**config.mk**
```make
export PLATFORM = sky130hd
export DESIGN_NAME = biquad8_coeff_loader
export DESIGN_NICKNAME = d
export VERILOG_FILES = /design/src/rtl/biquad8_coeff_loader.sv
export SDC_FILE = /design/constraint.sdc
export NUM_CORES = 1
export LEC_CHECK = 0
export BUFFER_PORTS_ARGS = -buffer_cell sky130_fd_sc_hd__buf_2
export CAP_MARGIN = 20
export CORE_MARGIN = 5
export CORE_UTILIZATION = 25
export CTS_CLUSTER_SIZE = 10
export DETAILED_ROUTE_END_ITERATION = 7
export GPL_ROUTABILITY_DRIVEN = 1
export GPL_TIMING_DRIVEN = 0
export PLACE_DENSITY_LB_ADDON = 0.3
export SYNTH_ARGS = -nofsm -noshare
export SYNTH_HDL_FRONTEND = slang
export SYNTH_SLANG_ARGS = --single-unit
```
**constraint.sdc**
```tcl
create_clock -name wb_clk_i -period 3.25 [get_ports wb_clk_i]
set_input_delay 0.975 -clock wb_clk_i [delete_from_list [all_inputs] [get_ports wb_clk_i]]
set_output_delay 0.975 -clock wb_clk_i [all_outputs]
set_load 0.05 [all_outputs]
```
**src/rtl/biquad8_coeff_loader.sv**
```systemverilog
// WB initiator: one single-beat write per {adr,coef,last} command, plus optional commit write after last; accept->stb 1 cycle.
// Backpressure: cmd_ready_o low while a write/retry/update is in flight; during FLUSH commands are accepted and dropped.
module biquad8_coeff_loader #(
    parameter bit AUTO_UPDATE = 1'b1,
    parameter int TIMEOUT     = 255,
    parameter int MAX_RETRY   = 3
) (
    input  logic        wb_clk_i,
    input  logic        wb_rst_i,
    input  logic        cmd_valid_i,
    output logic        cmd_ready_o,
    input  logic [6:0]  cmd_adr_i,
    input  logic [17:0] cmd_dat_i,
    input  logic        cmd_last_i,
    output logic        wb_cyc_o,
    output logic        wb_stb_o,
    output logic        wb_we_o,
    output logic [6:0]  wb_adr_o,
    output logic [31:0] wb_dat_o,
    output logic [3:0]  wb_sel_o,
    input  logic        wb_ack_i,
    input  logic        wb_err_i,
    input  logic        wb_rty_i,
    output logic        busy_o,
    output logic        done_o,
    output logic        err_o
);
    typedef enum logic [2:0] {
        S_IDLE, S_WRITE, S_GAP, S_UPD, S_DONE, S_FLUSH
    } state_t;

    localparam logic [15:0] TMO_LAST = 16'(TIMEOUT - 1);
    localparam logic [3:0]  MAX_R    = 4'(MAX_RETRY);

    state_t      state_q, state_d;
    logic [6:0]  adr_q, adr_d;
    logic [17:0] dat_q, dat_d;
    logic        last_q, last_d;
    logic        upd_q, upd_d;
    logic [3:0]  retry_q, retry_d;
    logic [15:0] timer_q, timer_d;
    logic        err_q, err_d;
    logic        rdy_q, rdy_d;
    logic        cyc_q, cyc_d;
    logic [6:0]  wb_adr_q, wb_adr_d;
    logic [31:0] wb_dat_q, wb_dat_d;
    logic [3:0]  wb_sel_q, wb_sel_d;
    logic        abort;

    always_comb begin
        state_d = state_q;
        adr_d   = adr_q;
        dat_d   = dat_q;
        last_d  = last_q;
        upd_d   = upd_q;
        retry_d = retry_q;
        timer_d = timer_q;
        err_d   = err_q;
        abort   = 1'b0;

        case (state_q)
            S_IDLE: begin
                if (cmd_valid_i && rdy_q) begin
                    adr_d   = cmd_adr_i;
                    dat_d   = cmd_dat_i;
                    last_d  = cmd_last_i;
                    upd_d   = 1'b0;
                    err_d   = 1'b0;
                    retry_d = 4'd0;
                    timer_d = 16'd0;
                    state_d = S_WRITE;
                end
            end
            S_WRITE, S_UPD: begin
                if (wb_err_i) begin
                    abort = 1'b1;
                end else if (wb_ack_i) begin
                    if (state_q == S_UPD) begin
                        state_d = S_DONE;
                    end else if (last_q && AUTO_UPDATE) begin
                        // Commit write gets its own retry budget after a one-cycle bus gap.
                        upd_d   = 1'b1;
                        retry_d = 4'd0;
                        state_d = S_GAP;
                    end else if (last_q) begin
                        state_d = S_DONE;
                    end else begin
                        state_d = S_IDLE;
                    end
                end else if (wb_rty_i) begin
                    if (retry_q < MAX_R) begin
                        retry_d = retry_q + 4'd1;
                        state_d = S_GAP;
                    end else begin
                        abort = 1'b1;
                    end
                end else if (timer_q == TMO_LAST) begin
                    abort = 1'b1;
                end else begin
                    timer_d = (timer_q == 16'hFFFF) ? timer_q : timer_q + 16'd1;
                end

                if (abort) begin
                    err_d   = 1'b1;
                    state_d = (last_q || upd_q) ? S_IDLE : S_FLUSH;
                end
            end
            S_GAP: begin
                timer_d = 16'd0;
                state_d = upd_q ? S_UPD : S_WRITE;
            end
            S_DONE: begin
                state_d = S_IDLE;
            end
            S_FLUSH: begin
                if (cmd_valid_i && rdy_q && cmd_last_i) begin
                    state_d = S_IDLE;
                end
            end
            default: begin
                state_d = S_IDLE;
            end
        endcase
    end

    // Bus outputs are registered from the next state so they are stable for the whole strobe.
    always_comb begin
        cyc_d    = (state_d == S_WRITE) || (state_d == S_UPD);
        rdy_d    = (state_d == S_IDLE) || (state_d == S_FLUSH);
        wb_sel_d = cyc_d ? 4'hF : 4'h0;
        wb_adr_d = 7'h00;
        wb_dat_d = 32'h0;
        if (state_d == S_WRITE) begin
            wb_adr_d = adr_d & 7'h7C;
            wb_dat_d = {14'd0, dat_d};
        end else if (state_d == S_UPD) begin
            wb_dat_d = 32'h1;
        end
    end

    always_ff @(posedge wb_clk_i) begin
        if (wb_rst_i) begin
            state_q  <= S_IDLE;
            adr_q    <= 7'h00;
            dat_q    <= 18'h0;
            last_q   <= 1'b0;
            upd_q    <= 1'b0;
            retry_q  <= 4'd0;
            timer_q  <= 16'd0;
            err_q    <= 1'b0;
            rdy_q    <= 1'b0;
            cyc_q    <= 1'b0;
            wb_adr_q <= 7'h00;
            wb_dat_q <= 32'h0;
            wb_sel_q <= 4'h0;
        end else begin
            state_q  <= state_d;
            adr_q    <= adr_d;
            dat_q    <= dat_d;
            last_q   <= last_d;
            upd_q    <= upd_d;
            retry_q  <= retry_d;
            timer_q  <= timer_d;
            err_q    <= err_d;
            rdy_q    <= rdy_d;
            cyc_q    <= cyc_d;
            wb_adr_q <= wb_adr_d;
            wb_dat_q <= wb_dat_d;
            wb_sel_q <= wb_sel_d;
        end
    end

    assign cmd_ready_o = rdy_q;
    assign wb_cyc_o    = cyc_q;
    assign wb_stb_o    = cyc_q;
    assign wb_we_o     = cyc_q;
    assign wb_adr_o    = wb_adr_q;
    assign wb_dat_o    = wb_dat_q;
    assign wb_sel_o    = wb_sel_q;
    assign busy_o      = (state_q != S_IDLE);
    assign done_o      = (state_q == S_DONE);
    assign err_o       = err_q;
endmodule
```
==> impl_metrics.csv, run 1 <==
group,metric,value,unit
status,status,"complete, no violations",
global_routing,grt_max_degree,13,
worst_setup_path,crit_path_cell_trace,"buf_2, or4b_2, a21oi_1, a21oi_1, nand2_1, buf_2, nor3_2",
die,ios,82,
timing,min_period_over_period,0.818,
logic_synthesis,synthTopCellsByCount,"dfxtp_1 (74), nor2_1 (35), mux2i_1 (26), a21oi_1 (22), buf_4 (22)",
worst_setup_path,slowest_stage,"or4b_2",
power_and_ir_drop,netSwitchingFraction,0.267,
layout,drive_gt1_frac,0.307,
timing,period_needed,2660,ps
clocking,cts_buffers,9,
clocking,clk_pin_slew,60,ps
clocking,htree_levels,3,
timing,clock_skew,6.27,ps
timing,setup_viol,0,
logic_synthesis,syn_area,0.00315,mm2
worst_setup_path,required,3450,ps
logic_synthesis,yosysMostFrequentCell,"dfxtp_1",
min_path,holdCritPathClass,"reg2reg",
global_routing,track_usage,0.103,
worst_setup_path,worstSetupPathType,"in2reg",
clocking,clk_latency,330,ps
power_and_ir_drop,p_int,1580,uW
timing,max_freq,376,MHz
worst_setup_path,critical_path.max_stage_delay,600,ps
logic_synthesis,synth_cells,332,
worst_setup_path,arrival,2860,ps
clocking,root_buffer,"clkbuf_16",
global_routing,grt_antenna_before_repair,0,
clocking,clock_path_buffers,2,
die,fp.dieH,122,um
global_routing,grt_pass1_wl,12000,um
timing,worst_slew_pin_slew,541,ps
logic_synthesis,ys.flop_type,"dfxtp_1",
power_and_ir_drop,pwr-share-clk,0.424,
routing,drtIter0Drc,71,
power_and_ir_drop,p_seq_frac,0.439,
layout,diodes,0,
global_routing,grt_overflow,0,
timing,maxSlewHeadroom,0.639,
clocking,cts-resized-gates,0,
logic_synthesis,ys_seq_area_frac,0.471,
place,gp_congestion,0.796,
power_and_ir_drop,pwr_density_cell,537,mW/mm2
routing,drc_errors,0,
logic_synthesis,synth.distinct_cells,42,
logic_synthesis,ys_top_cells_by_area,"dfxtp_1 (47%), mux2i_1 (8.3%), nor3_2 (5.7%)",
die,die_w,122,um
timing,final_hold_viol_count,0,
logic_synthesis,netlist.top_cell.by_area,"dfxtp_1",
timing,hold_ws,483,ps
logic_synthesis,synthDominantCellAreaShare,0.471,
power_and_ir_drop,leakagePower,0.00163,uW
logic_synthesis,synth_warnings,0,
place,portBuffers,62,
run,drv_cap,0,
routing,first_pass_iters,4,
logic_synthesis,synth_edf_count,0,
routing,drtAntennaViolNets,0,
die,core,0.0125,mm2
worst_setup_path,worstPathMaxFanout,10,
global_routing,grt_pass1_vias,2527,
power_and_ir_drop,combPwrFrac,0.137,
clocking,cts_tree,"yes",
die,rows,41,
layout,areaGrowthSynthToFinish,27.3,%
logic_synthesis,synth-seq-cells,74,
clocking,hold_buffers,0,
timing,rsz0062_at_grt,"no",
clocking,postCtsSetupBuffers,0,
power_and_ir_drop,switching_power,575,uW
routing,vias_per_cell,4.28,
logic_synthesis,synth.avg_cell_area,9.48,um2
place,hpwl,5540,um
die,dieArea,0.0149,mm2
worst_setup_path,cp-end-kind,"flop",
routing,wl_per_cell,12.4,um
clocking,clock-sinks,74,
routing,vias,2551,
logic_synthesis,async_flop_share,0,
die,initial_core_util,0.253,
timing,drv_slew,0,
timing,tns,0,ps
routing,drt_wl_total,7380,um
worst_setup_path,cp-start-kind,"input port",
layout,fin_nets,455,
power_and_ir_drop,max-vdd-ir-drop,0.198,mV
[cell usage in the layout (no fill, tap or decap), drive strengths merged, types with 2 or more instances in the layout]
cell type	netlist	routed
and4	3	3
or4b	2	2
mux2i	26	26
a2111oi	2	2
o21ai	9	9
conb	1	16
dfxtp	74	74
xnor2	2	2
or3	11	11
inv	9	10
nor2b	3	3
nor2	36	36
nand2	16	16
a31oi	3	3
clkbuf	8	19
nand3	8	8
a21oi	22	22
nand4	5	5
and2	2	2
buf	31	93
and3	2	2
clkinv	0	2
ha	3	3
o211ai	2	2
a211oi	3	3
nor3	29	29
a211o	2	2
or4	7	7
nand2b	2	2
o31ai	4	4
[critical path: cells and delay by family]
family / cells / cell delay, ps
and+or+nand+nor: 3 / 880
buffers and inverters: 2 / 510
AOI/OAI and AO/OA: 2 / 490
[routing by layer]
metal | routed length (um) | track usage | vias to the layer above
li1 | - | - | 1311
met1 | 3390 | 0.131 | 1168
met2 | 3440 | 0.164 | 62
met3 | 418 | 0.0304 | 10
met4 | 139 | 0.0441 | 0
met5 | 0 | 0 | -
[power by group through the flow]
stage                     clock (uW)  combinational [uW]  sequential, uW
after floorplan                    0                 202             992
after global placement             0                 296             965
after detailed placement           0                 298             966
after CTS                        952                 299             946
after global routing             987                 321             949
final                            913                 295             946
[through the flow]
stage	power (uW)	std cells	util	instance area [um2]	worst slack, ps
final	2150	596	0.322	4010	590
after global placement	1260	581	0.299	3730	275
after CTS	2200	596	0.322	4010	596
after detailed placement	1260	581	0.299	3730	259
after floorplan	1190	347	-	3200	647
after global routing	2260	596	0.322	4010	434
[registers in the layout, summed over array words and instances (netlist names)]
name         cells
adr_q            5
cmd_ready_o      1
dat_q           18
err_o            1
last_q           1
retry_q          4
state_q          3
timer_q         16
upd_q            1
wb_adr_o         5
wb_dat_o        18
wb_sel_o         1
[worst paths after layout]
path              start      endpoint  slack (ps)  cells past startpoint
max            wb_rty_i  wb_dat_o[12]         590                      7
min reg2reg    adr_q[6]      adr_q[6]         480                      2
max reg2reg  timer_q[0]  wb_dat_o[10]         730                      8
min            adr_q[6]      adr_q[6]         480                      2
[cells by family (layout without fill, tap and decap cells)]
group,after synthesis,count (layout),share of synthesized area
AOI/OAI and AO/OA,50,50,0.0986
other,1,16,0.00119
buffers and inverters,48,125,0.0906
muxes,26,26,0.0827
and+or+nand+nor,128,128,0.239
adders and majority gates,3,3,0.0119
xor gates and xnor gates,2,2,0.00557
DFF,74,74,0.471
[layout make-up]
type / count / area (um2)
multi-input combinational: 225 / 1440
fill: 1307 / 8460
tap: 172 / 215
sequential: 74 / 1480
timing repair buffer: 62 / 310
inverter: 9 / 33.8
clock inverter: 4 / 26.3
buffer: 39 / 251
clock buffer: 11 / 253
(Power assumes the default switching activity.)
==> run 2: changes to the inputs <==
--- a/config.mk
+++ b/config.mk
@@ -5,6 +5,7 @@
 export SDC_FILE = /design/constraint.sdc
 export NUM_CORES = 1
 export LEC_CHECK = 0
+export ABC_AREA = 1
 export BUFFER_PORTS_ARGS = -buffer_cell sky130_fd_sc_hd__buf_2
 export CAP_MARGIN = 20
 export CORE_MARGIN = 5
==> constraint.sdc (replaced) <==
create_clock -name wb_clk_i -period 2.6 [get_ports wb_clk_i]
set_input_delay 0.78 -clock wb_clk_i [delete_from_list [all_inputs] [get_ports wb_clk_i]]
set_output_delay 0.78 -clock wb_clk_i [all_outputs]
set_load 0.05 [all_outputs]
==> run 2 against run 1 <==
Net effect: utilization barely moved; non-clock buffer count shrank 3; synthesized cell count is 22% higher; final area is 12% higher; combinational power is 44% higher; routed wire length grew 16%; worst setup slack worse by 170 ps; hold slack got worse by 40 ps; first-iteration DRC count rose by 85%; die area rose by 12%; critical path type is now reg2out; largest power group is now clock.
==> impl_metrics.csv, run 2 <==
group,metric,value,unit
timing,final_hold_viol_count,0,
die,fp.dieH,129,um
logic_synthesis,synth_cells,405,
logic_synthesis,async_flop_share,0,
worst_setup_path,r2r_slack,690,ps
routing,drtIter0Drc,131,
routing,drt_wl_total,8590,um
global_routing,grt_pass1_vias,2843,
logic_synthesis,netlist.top_cell.by_area,"dfxtp_1",
logic_synthesis,synth_edf_count,0,
die,die_w,129,um
min_path,holdCritPathClass,"reg2reg",
worst_setup_path,required,1820,ps
timing,setup_viol,0,
clocking,clk_pin_slew,60,ps
timing,max_freq,459,MHz
layout,fill_cells,1461,
layout,diodes,0,
run,drv_cap,0,
power_and_ir_drop,max-vdd-ir-drop,0.318,mV
routing,drc_errors,0,
logic_synthesis,ys.flop_type,"dfxtp_1",
global_routing,grt_overflow,0,
place,gp_congestion,0.850,
worst_setup_path,worstSetupPathType,"reg2out",
timing,hold_ws,443,ps
timing,layout_setup_ws,420,ps
die,core,0.0139,mm2
global_routing,grt_pass1_wl,13900,um
logic_synthesis,synth.distinct_cells,37,
timing,period_needed,2180,ps
power_and_ir_drop,leakagePower,0.00188,uW
logic_synthesis,synth-seq-cells,74,
timing,maxSlewHeadroom,0.552,
clocking,clock_path_buffers,2,
timing,rsz0062_at_grt,"no",
timing,tns,0,ps
global_routing,grt_max_degree,14,
clocking,clock-sinks,74,
status,status,"complete, no violations",
logic_synthesis,synthTopCellsByCount,"dfxtp_1 (74), nor2_1 (65), nand2_1 (55), buf_4 (25), mux2i_1 (23)",
timing,worst_slew_pin_slew,672,ps
logic_synthesis,ys_top_cells_by_area,"dfxtp_1 (42%), nor2_1 (6.8%), mux2i_1 (6.5%)",
place,place_ws,446,ps
place,hpwl,6450,um
logic_synthesis,yosysMostFrequentCell,"dfxtp_1",
die,rows,43,
logic_synthesis,synth_warnings,0,
clocking,hold_buffers,0,
layout,finish.utilization,0.321,
clocking,root_buffer,"clkbuf_16",
timing,drv_slew,0,
routing,vias_per_cell,4.25,
routing,drtAntennaViolNets,0,
die,ios,82,
layout,areaGrowthSynthToFinish,25.6,%
clocking,cts_buffers,9,
timing,clock_skew,8.36,ps
routing,vias,2881,
clocking,htree_levels,3,
place,portBuffers,62,
logic_synthesis,syn_area,0.00356,mm2
power_and_ir_drop,pwr_density_cell,657,mW/mm2
layout,layout_commonest_cell,"dfxtp_1",
timing,min_period_over_period,0.839,
layout,fin_nets,528,
worst_setup_path,cp-end-kind,"output pin",
worst_setup_path,cp-start-kind,"flop",
clocking,cts_tree,"yes",
clocking,postCtsSetupBuffers,0,
global_routing,grt_antenna_before_repair,1,
global_routing,track_usage,0.105,
die,dieArea,0.0167,mm2
die,initial_core_util,0.256,
layout,seq_area,0.00148,mm2
logic_synthesis,ys_seq_area_frac,0.416,
layout,multiInputGateArea,0.00178,mm2
worst_setup_path,worstPathMaxFanout,6,
clocking,cts-resized-gates,0,
clocking,clk_latency,330,ps
routing,wl_per_cell,12.7,um
worst_setup_path,arrival,1400,ps
layout,mostFrequentLayoutCells,"dfxtp_1 (74), nor2_1 (65), buf_2 (63)",
layout,drive_gt1_frac,0.357,
logic_synthesis,synth.avg_cell_area,8.80,um2
logic_synthesis,synthDominantCellAreaShare,0.416,
routing,first_pass_iters,4,
run 2: logic make-up after synthesis:
| logic type | share of synthesized area |
|---|---|
| adders and majority gates | 0.0105 |
| AOI/OAI and AO/OA | 0.0474 |
| and+or+nand+nor | 0.322 |
| xor gates and xnor gates | 0.0369 |
| buffers and inverters | 0.102 |
| DFF | 0.416 |
| other | 0.00105 |
| muxes | 0.0646 |
run 2: worst paths after layout:
check,startpoint,to,cells after the start
setup / recovery,state_q[0],done_o,4
hold / removal,retry_q[3],retry_q[3],2
setup reg to reg,timer_q[0],timer_q[11],10
hold reg to reg,retry_q[3],retry_q[3],2
run 2: power by group:
part	internal, uW	total, uW	leakage (uW)	switching [uW]
Combinational	129	426	0.00113	296
Clock	844	1320	0.000153	478
Sequential	1170	1190	0.000600	18.4
Total	2150	2940	0.00188	793
run 2: cell type report:
type                            count  area share
Multi-Input combinational cell    285       0.397
Sequential cell                    74       0.331
Timing Repair Buffer               62      0.0693
Buffer                             36      0.0590
Clock buffer                       10      0.0512
Tap cell                          180      0.0503
Inverter                           25      0.0221
Clock inverter                      6      0.0201
run 2: metal layers:
layer / up-vias / wire length (um) / track usage
met4: 2 / 84 / 0.0330
met5: - / 7 / 0
met1: 1328 / 3810 / 0.127
li1: 1468 / - / -
met2: 73 / 4120 / 0.177
met3: 10 / 567 / 0.0330
run 2: metrics by stage:
stage | instance area [um2] | total power [uW] | cells
after detailed placement | 4160 | 1650 | 662
final | 4480 | 2940 | 678
after global placement | 4160 | 1640 | 662
after global routing | 4480 | 3070 | 678
after floorplan | 3620 | 1550 | 420
after CTS | 4480 | 2980 | 678
run 2: worst max-delay path, stage by stage (launching register included):
cell and delay [ps]:
dfxtp_1 370, inv_2 110, nand2_1 80, nor2_1 200
buf_2 310
